`src/rtl/watch_dp_if.sv`:
```
// Control-unit <-> timekeeping datapath bundle: run enable, adjust ticks and time outputs.
interface watch_dp_if;
  logic       run;
  logic       tick_sec_u;
  logic       tick_sec_d;
  logic       tick_min_u;
  logic       tick_min_d;
  logic       tick_hour_u;
  logic       tick_hour_d;
  logic [6:0] msec;
  logic [5:0] sec;
  logic [5:0] min;
  logic [4:0] hour;
  logic       tick_1hz;

  // Control side: drives run/adjust ticks, consumes the time fields.
  modport master (
    output run, tick_sec_u, tick_sec_d, tick_min_u, tick_min_d, tick_hour_u, tick_hour_d,
    input  msec, sec, min, hour, tick_1hz
  );

  // Datapath side.
  modport slave (
    input  run, tick_sec_u, tick_sec_d, tick_min_u, tick_min_d, tick_hour_u, tick_hour_d,
    output msec, sec, min, hour, tick_1hz
  );
endinterface

```
`src/rtl/watch_dp.sv`:
```
// Watch timekeeping datapath: 10 ms timebase divider feeding a msec/sec/min/hour
// counter chain, with per-field up/down adjust ticks from the control unit.
module watch_dp #(
  parameter int unsigned FCOUNT    = 1_000_000,
  parameter int unsigned HOUR_INIT = 12
) (
  input  logic       clk,
  input  logic       rst,
  watch_dp_if.slave  bus
);

  localparam int unsigned DIV_W = (FCOUNT > 1) ? $clog2(FCOUNT) : 1;
  localparam logic [DIV_W-1:0] DIV_LAST = DIV_W'(FCOUNT - 1);

  logic [DIV_W-1:0] div_q;
  logic [6:0]       msec_q;
  logic [5:0]       sec_q, min_q;
  logic [4:0]       hour_q;
  logic             t1hz_q;

  logic             c_ms;
  logic             co_ms, co_sec, co_min;
  logic [6:0]       msec_n;
  logic [5:0]       sec_n, min_n;
  logic [4:0]       hour_n;

  // (cur + cin + up - down) wrapped into 0..m-1; the signed headroom covers -1 and m+1.
  function automatic logic [6:0] fld_next(input logic [6:0] cur, input logic cin,
                                          input logic up, input logic dn, input logic [6:0] m);
    logic signed [8:0] s;
    logic signed [8:0] ms;
    ms = $signed({2'b00, m});
    s  = $signed({2'b00, cur}) + $signed({8'd0, cin}) + $signed({8'd0, up})
         - $signed({8'd0, dn});
    if (s < 0)
      s = s + ms;
    else if (s >= ms)
      s = s - ms;
    return s[6:0];
  endfunction

  assign c_ms = bus.run && (div_q == DIV_LAST);

  // Next field values and ripple carries; an adjust tick on a field blocks its carry-out.
  always_comb begin
    co_ms  = c_ms && (msec_q == 7'd99);
    co_sec = co_ms && (sec_q == 6'd59) && !bus.tick_sec_u && !bus.tick_sec_d;
    co_min = co_sec && (min_q == 6'd59) && !bus.tick_min_u && !bus.tick_min_d;
    msec_n = fld_next(msec_q, c_ms, 1'b0, 1'b0, 7'd100);
    sec_n  = 6'(fld_next({1'b0, sec_q}, co_ms, bus.tick_sec_u, bus.tick_sec_d, 7'd60));
    min_n  = 6'(fld_next({1'b0, min_q}, co_sec, bus.tick_min_u, bus.tick_min_d, 7'd60));
    hour_n = 5'(fld_next({2'b00, hour_q}, co_min, bus.tick_hour_u, bus.tick_hour_d, 7'd24));
  end

  // Timebase divider: counts while run is high, holds its partial period otherwise.
  always_ff @(posedge clk or negedge rst) begin
    if (!rst)
      div_q <= '0;
    else if (bus.run)
      div_q <= (div_q == DIV_LAST) ? '0 : div_q + 1'b1;
  end

  // Time field registers and the registered 1 Hz pulse.
  always_ff @(posedge clk or negedge rst) begin
    if (!rst) begin
      msec_q <= '0;
      sec_q  <= '0;
      min_q  <= '0;
      hour_q <= 5'(HOUR_INIT);
      t1hz_q <= 1'b0;
    end else begin
      msec_q <= msec_n;
      sec_q  <= sec_n;
      min_q  <= min_n;
      hour_q <= hour_n;
      t1hz_q <= co_ms;
    end
  end

  assign bus.msec     = msec_q;
  assign bus.sec      = sec_q;
  assign bus.min      = min_q;
  assign bus.hour     = hour_q;
  assign bus.tick_1hz = t1hz_q;

endmodule

```
`src/flat_wrapper.sv`:
```
// flat-port wrapper written by rule: the top's interface ports become plain ports
module watch_dp_flat 
#(
  parameter int unsigned FCOUNT    = 1_000_000,
  parameter int unsigned HOUR_INIT = 12
)
  (clk, rst, bus_run, bus_tick_sec_u, bus_tick_sec_d, bus_tick_min_u, bus_tick_min_d, bus_tick_hour_u, bus_tick_hour_d, bus_msec, bus_sec, bus_min, bus_hour, bus_tick_1hz);
  watch_dp_if bus_i ();
  input  logic clk;
  input  logic rst;
  input wire logic [$bits(bus_i.run)-1:0] bus_run;
  input wire logic [$bits(bus_i.tick_sec_u)-1:0] bus_tick_sec_u;
  input wire logic [$bits(bus_i.tick_sec_d)-1:0] bus_tick_sec_d;
  input wire logic [$bits(bus_i.tick_min_u)-1:0] bus_tick_min_u;
  input wire logic [$bits(bus_i.tick_min_d)-1:0] bus_tick_min_d;
  input wire logic [$bits(bus_i.tick_hour_u)-1:0] bus_tick_hour_u;
  input wire logic [$bits(bus_i.tick_hour_d)-1:0] bus_tick_hour_d;
  output wire logic [$bits(bus_i.msec)-1:0] bus_msec;
  output wire logic [$bits(bus_i.sec)-1:0] bus_sec;
  output wire logic [$bits(bus_i.min)-1:0] bus_min;
  output wire logic [$bits(bus_i.hour)-1:0] bus_hour;
  output wire logic [$bits(bus_i.tick_1hz)-1:0] bus_tick_1hz;
  assign bus_i.run = bus_run;
  assign bus_i.tick_sec_u = bus_tick_sec_u;
  assign bus_i.tick_sec_d = bus_tick_sec_d;
  assign bus_i.tick_min_u = bus_tick_min_u;
  assign bus_i.tick_min_d = bus_tick_min_d;
  assign bus_i.tick_hour_u = bus_tick_hour_u;
  assign bus_i.tick_hour_d = bus_tick_hour_d;
  assign bus_msec = bus_i.msec;
  assign bus_sec = bus_i.sec;
  assign bus_min = bus_i.min;
  assign bus_hour = bus_i.hour;
  assign bus_tick_1hz = bus_i.tick_1hz;
  watch_dp #(.FCOUNT(FCOUNT), .HOUR_INIT(HOUR_INIT)) u_core (.clk(clk), .rst(rst), .bus(bus_i));
endmodule
```
`config.mk`:
```
export PLATFORM = sky130hd
export DESIGN_NAME = watch_dp_flat
export DESIGN_NICKNAME = d
export VERILOG_FILES = /design/src/rtl/watch_dp_if.sv /design/src/rtl/watch_dp.sv /design/src/flat_wrapper.sv
export SDC_FILE = /design/constraint.sdc
export NUM_CORES = 1
export LEC_CHECK = 0
export ABC_CLOCK_PERIOD_IN_PS = 5500
export CELL_PAD_IN_SITES_DETAIL_PLACEMENT = 1
export CELL_PAD_IN_SITES_GLOBAL_PLACEMENT = 1
export CORE_MARGIN = 2
export CORE_UTILIZATION = 42
export CTS_CLUSTER_SIZE = 16
export DETAILED_ROUTE_END_ITERATION = 10
export DONT_BUFFER_PORTS = 1
export PLACE_DENSITY = 0.72
export SYNTH_ARGS = -nofsm -noshare
export SYNTH_HDL_FRONTEND = slang
export SYNTH_SLANG_ARGS = --single-unit
```
`constraint.sdc`:
```
create_clock -name clk -period 5.5 [get_ports clk]
set_input_delay 1.375 -clock clk [delete_from_list [all_inputs] [get_ports clk]]
set_output_delay 1.375 -clock clk [all_outputs]
set_load 0.01 [all_outputs]
```
---- Word level (Yosys, flattened, before mapping) ----
Index checks and enable logic that the tools add are counted.
cells by class
  equality and inequality tests ........... 4
  add/sub/neg operators ................... 19
  reduce and logical (&&, ||, !) cells .... 12
  magnitude comparators ................... 8
  muxes and demuxes ....................... 9
operators with widths
  operator                                             number
  adder 9 x 2 -> 9 bit                                 3
  < comparator 9 x 1 -> 1 bit, second input constant   3
  subtractor 9 x 2 -> 9 bit                            3
  two-way mux 6 bit                                    4
  adder 20 x 1 -> 20 bit, second input constant        1
  == test 20 bit, second input constant                1
  two-way mux 20 bit                                   1
  >= comparator 9 x 7 -> 1 bit, second input constant  2
  adder 6 x 1 -> 7 bit                                 2
  two-way mux 7 bit                                    2
  adder 6 x 3 -> 6 bit, second input constant          2
  == test 6 bit, second input constant                 2
  subtractor 6 x 3 -> 6 bit, second input constant     2
  two-way mux 5 bit                                    2
  >= comparator 9 x 6 -> 1 bit, second input constant  1
  adder 7 x 1 -> 8 bit                                 1
  >= comparator 8 x 7 -> 1 bit, second input constant  1
  logical AND 1 bit                                    8
  < comparator 8 x 1 -> 1 bit, second input constant   1
  adder 7 x 6 -> 7 bit, second input constant          1
  == test 7 bit, second input constant                 1
  subtractor 7 bit, second input constant              1
  adder 5 x 1 -> 6 bit                                 1
  adder 5 x 4 -> 5 bit, second input constant          1
  2 further kinds                                      5
word-level totals
  input port bits ......................... 9
  logic and storage cells ................. 58
  register bits after elaboration ......... 45
  output and inout port bits .............. 25

---- Longest topological paths before layout ----
  depth in word-level cells ............... 15
  depth in mapped cells ................... 19
  gate-level depth less buffers ........... 19

---- Worst setup path before layout ----
OpenSTA, ideal clock, no wires.
  path kind ............................... input-to-reg
  start point ............................. input port bus_run
  end point ............................... register u_core.sec_q[2], in the netlist u_core.bus.sec[2]
  path slack .............................. 580 ps
  stages .................................. 17
  data required time ...................... 5,366 ps
  library setup time ...................... 134 ps
  path buffers ............................ 0
  arrival time ............................ 4,785 ps
  cell sequence ........................... nand4_2 -> nor3b_4 -> and3_1 -> ha_1 -> ha_1 -> xor2_1 -> inv_1 -> ha_1 -> a21oi_1 -> nand2_1 -> xor2_1 -> ha_1 -> nand2_1 -> a311o_1 -> o311ai_2 -> nor3_1 -> xnor2_1
on the way
  cells in the longest elaborated chain, start to end .. 8
  elaborated cells on any way between the ends .. 11
  those cells by class .................... 5 x add/sub; 2 x order compare; 2 x mux; 2 x reduce/logical
RTL lines
  element                                                                           RTL line                        RTL
  start: declaration                                                                flat_wrapper.sv:11              input wire logic [$bits(bus_i.run)-1:0] bus_run;
  logical AND 1 bit *                                                               watch_dp.sv:42                  assign c_ms = bus.run && (div_q == DIV_LAST);
  logical AND 1 bit *                                                               watch_dp.sv:46                  co_ms = c_ms && (msec_q == 7'd99);
  net u_core.co_ms                                                                  watch_dp.sv:22                  logic co_ms, co_sec, co_min;
  adder 6 x 1 -> 7 bit *                                                            watch_dp.sv:33                  s = $signed({2'b00, cur}) + $signed({8'd0, cin}) + $signed({8'd0, up})
  adder 9 x 2 -> 9 bit *                                                            watch_dp.sv:33
  subtractor 9 x 2 -> 9 bit *                                                       watch_dp.sv:34                  - $signed({8'd0, dn});
  >= comparator 9 x 7 -> 1 bit / subtractor 6 x 3 -> 6 bit (equally long branches)  watch_dp.sv:37, watch_dp.sv:38
  two-way mux 6 bit                                                                 watch_dp.sv:37                  else if (s >= ms)
  two-way mux 6 bit *                                                               watch_dp.sv:35                  if (s < 0)
  net u_core.sec_n[2]                                                               watch_dp.sv:24                  logic [5:0] sec_n, min_n;
  end signal: assignment                                                            watch_dp.sv:73                  sec_q <= sec_n;
  end: declaration                                                                  watch_dp.sv:17                  logic [5:0] sec_q, min_q;
Mark *: on every way through the listed nets, which the timed path passes. The rest lies on a longest branch.
A chain may end at the register's enable or synchronous reset.

---- Worst setup path in the final report ----
  start point ............................. register u_core.div_q[11]
  end point ............................... register u_core.sec_q[2], in the netlist u_core.bus.sec[2]
on the way
  cells in the longest elaborated chain, start to end .. 9
  elaborated cells on any way between the ends .. 12
  those cells by class .................... 5 x add/sub; 2 x order compare; 1 x eq/ne; 2 x mux; 2 x reduce/logical
RTL lines
  element                                                                           RTL line                        RTL
  start: declaration                                                                watch_dp.sv:15                  logic [DIV_W-1:0] div_q;
  start signal: assignment                                                          watch_dp.sv:60                  div_q <= (div_q == DIV_LAST) ? '0 : div_q + 1'b1;
  == test 20 bit *                                                                  watch_dp.sv:42
  logical AND 1 bit *                                                               watch_dp.sv:42
  logical AND 1 bit *                                                               watch_dp.sv:46
  net u_core.co_ms                                                                  watch_dp.sv:22
  adder 6 x 1 -> 7 bit *                                                            watch_dp.sv:33
  adder 9 x 2 -> 9 bit *                                                            watch_dp.sv:33
  subtractor 9 x 2 -> 9 bit *                                                       watch_dp.sv:34
  >= comparator 9 x 7 -> 1 bit / subtractor 6 x 3 -> 6 bit (equally long branches)  watch_dp.sv:37, watch_dp.sv:38
  two-way mux 6 bit                                                                 watch_dp.sv:37
  two-way mux 6 bit *                                                               watch_dp.sv:35
  net u_core.sec_n[2]                                                               watch_dp.sv:24
Marked as above.

==> metrics.txt <==
status=complete, no violations; nets=469; remaining global-route overflow=0; initial core utilization=42.8%; Synth Instances=408; syn nets=465; reg2reg setup slack=480 ps; DR iter-0 viols=106; CTS Buf Count=5; total number of vias=2,926; Slew headroom=54.8%; Hold Vio Cnt, Final=0; Min-Delay Path Class=register to register; worst clock skew=9.82 ps; Ys Warns=0; Core Region=0.00864 mm^2; clk slew on worst S/H paths=90 ps; Crit-path slowest cell=or4b_1; RSZ-0062 raised after global routing=false; minimum clock period=5020 ps; worst slew pin tran=661 ps; Top delay family on crit path=simple AND/OR/NAND/NOR gates; layout cells sized above 1=5.81%; synthesized flop and latch total=45; Avg WL per Cell=16.3 um; vias in the first global route=3,016; hold buffers post-CTS=0; Fillers=1,018; register area=0.00113 mm^2; sequential-to-total area share from yosys stat=30.5%; worst path bufs/invs=1; CP endpoint kind=register; R2R Path End=u_core.bus.sec[2]; HPWL after detailed placement=6900 um; hold endpoint=u_core.div_q[15]; DR pass1 iterations=4; standard-cell rows=34; Global Route Usage Sum=18.7%; final setup fails=0; Post-synth ARST share=100%; prevailing post-synth register cell=dfrtp_1; Netlist cell types=63; post-CTS sizing=0; clock sink count=45; CTS tree=built; Die H=97.8 um; P&R area growth vs syn=6.53%; clock buffer depth=2; largest net degree at the start of global routing=46; I/O Pins=34; Root Driver=clkbuf_8; worst hold stages=1; Fin Setup TNS=0 ps; worst endpoint data arrival time=5210 ps; Die X=97.8 um; Max Cap Violations=0; Slew Viols, Final=0; critical path cell sequence=or4b_1 -> nor4_2 -> nor3b_4 -> and3_1 -> ha_1 -> ha_1 -> xor2_1 -> inv_1 -> ha_1 -> a21oi_1 -> nand2_1 -> xor2_1 -> ha_1 -> nand2_1 -> a311o_1 -> o311ai_2 -> nor3_1 -> xnor2_1; DRC Markers=0; largest stage delay on the critical path=540 ps; initial antenna violation count=0; latest clock arrival within the worst-skew pair=310 ps; Worst R2R Start=u_core.div_q[11]; # H-tree levels=2; Total Wirelength=8500 um; CP most frequent cell=ha_1; fmax=0.199 GHz; DR vias/cell=5.62; maximum fanout along the worst path=6; Synth Cell Area=0.00370 mm^2; Buffers on Ports=0; Critical Path RT=5690 ps; post-CTS setup buffers=0; Worst R2R Path Depth=18; final RePlAce weighted congestion=0.841; die area=0.00957 mm^2; crit start category=register; Final ANT Viol Nets=0; final period utilization=91.3%; EDFF count, synth=0; syn_area_per_cell=9.07 um^2; CP Class=register to register; first-pass GRT wire length=14,800 um; hold path startpoint=u_core.div_q[15]; Multi-input gate area=0.00240 mm^2; Ant. Diodes=0
-- worst max-delay path by stage --
| stage | from | to | cells past startpoint |
|---|---|---|---|
| after global placement | bus_run | u_core.bus.hour[4] | 17 |
| after CTS | u_core.div_q[11] | u_core.bus.sec[2] | 18 |
| after detailed placement | bus_run | u_core.bus.sec[2] | 17 |
| after floorplan | bus_run | u_core.bus.sec[2] | 17 |
| final | u_core.div_q[11] | u_core.bus.sec[2] | 18 |
| after global routing | u_core.div_q[11] | u_core.bus.sec[2] | 18 |
-- cells by family (layout without fill, tap and decap cells) --
group	after synthesis	count (layout)	share of synthesized area, %
buffers and inverters	46	51	4.70
XOR/XNOR	49	49	11.6
multiplexers	1	1	0.271
adder cells (fa/ha/maj)	48	48	16.8
AO/OA/AOI/OAI	70	70	13.9
flip-flops	45	45	30.5
AND/OR/NAND/NOR	149	149	22.2
-- per-stage QoR --
stage,cells,setup WS [ps],area (um^2),utilization (%),hold WS (ps)
3_5_place_dp,513,322,3830,44.3,492
4_1_cts,521,471,3940,45.6,509
3_3_place_gp,513,411,3830,44.3,478
6_report,521,478,3940,45.6,500
5_1_grt,521,130,3940,45.6,530
2_1_floorplan,408,580,3700,-,452
-- layout make-up --
type	count	share of cell area (%)
clock inverters	2	0.984
flip-flops and latches	45	28.6
repair buffers	2	0.381
well taps	108	3.43
inverters	41	3.91
multi-input cells	317	60.8
clock buffers	6	1.84
-- flip-flops by register name (all words and copies together) (netlist names) --
| signal | flops |
|---|---|
| u_core.div_q | 20 |
| u_core.bus.msec | 7 |
| u_core.bus.min | 6 |
| u_core.bus.sec | 6 |
| u_core.bus.hour | 5 |
| u_core.bus.tick_1hz | 1 |
-- cell usage after synthesis (4+ instances only) --
| cell type | n | area [um^2] |
|---|---|---|
| nor2_1 | 24 | 90.1 |
| nand4_1 | 10 | 62.6 |
| o21ai_1 | 4 | 20.0 |
| clkbuf_1 | 4 | 15.0 |
| nor3_1 | 13 | 65.1 |
| a211o_1 | 4 | 35.0 |
| and2_1 | 6 | 37.5 |
| a21o_1 | 6 | 45.0 |
| o21a_1 | 4 | 30.0 |
| inv_1 | 40 | 150 |
| o211ai_1 | 5 | 37.5 |
| and3_1 | 6 | 37.5 |
| nand2_1 | 31 | 116 |
| nand3_1 | 25 | 125 |
| o21ai_0 | 6 | 30.0 |
| or2_2 | 5 | 31.3 |
| a21oi_1 | 13 | 65.1 |
| ha_1 | 45 | 563 |
| xor2_1 | 20 | 175 |
| xnor2_1 | 29 | 254 |
| dfrtp_1 | 43 | 1080 |
-- layer usage --
layer	wire length, um	track usage, %	vias to the layer above	share of wire [%]
met1	4100	26.1	1423	48
met4	102	5.24	0	1.2
met5	0	0	-	0
met3	285	3.22	7	3.4
met2	4020	30.0	33	47
li1	-	-	1463	-
-- cells in the final DEF (no fill, tap or decap), drive strengths merged, types with 3 or more instances in the layout --
cell type and instances:
ha 45, dfrtp 43, inv 41, nand2 31, xnor2 29, nand3 25
nor2 24, xor2 20, nor3 13, a21oi 13, nand4 11, o21ai 10
and3 7, and2 6, a21o 6, or2 6, clkbuf 6, o211ai 5
o21a 4, a211o 4, a221o 3, a41oi 3, a311o 3, nand2b 3
nand3b 3, fa 3, nor4 3
-- worst register-to-register path, cell delays in order, from the launching register on --
cell	delay (ps)
dfrtp_1	420
or4b_1	540
nor4_2	400
nor3b_4	260
and3_1	210
ha_1	190
ha_1	190
xor2_1	210
inv_1	70
ha_1	360
a21oi_1	280
nand2_1	130
xor2_1	280
ha_1	250
nand2_1	70
a311o_1	360
o311ai_2	420
nor3_1	120
xnor2_1	140
Power is left out: the tool's default activity adds up to more than one toggle a clock period on the data nets, which glitch-free logic cannot reach.
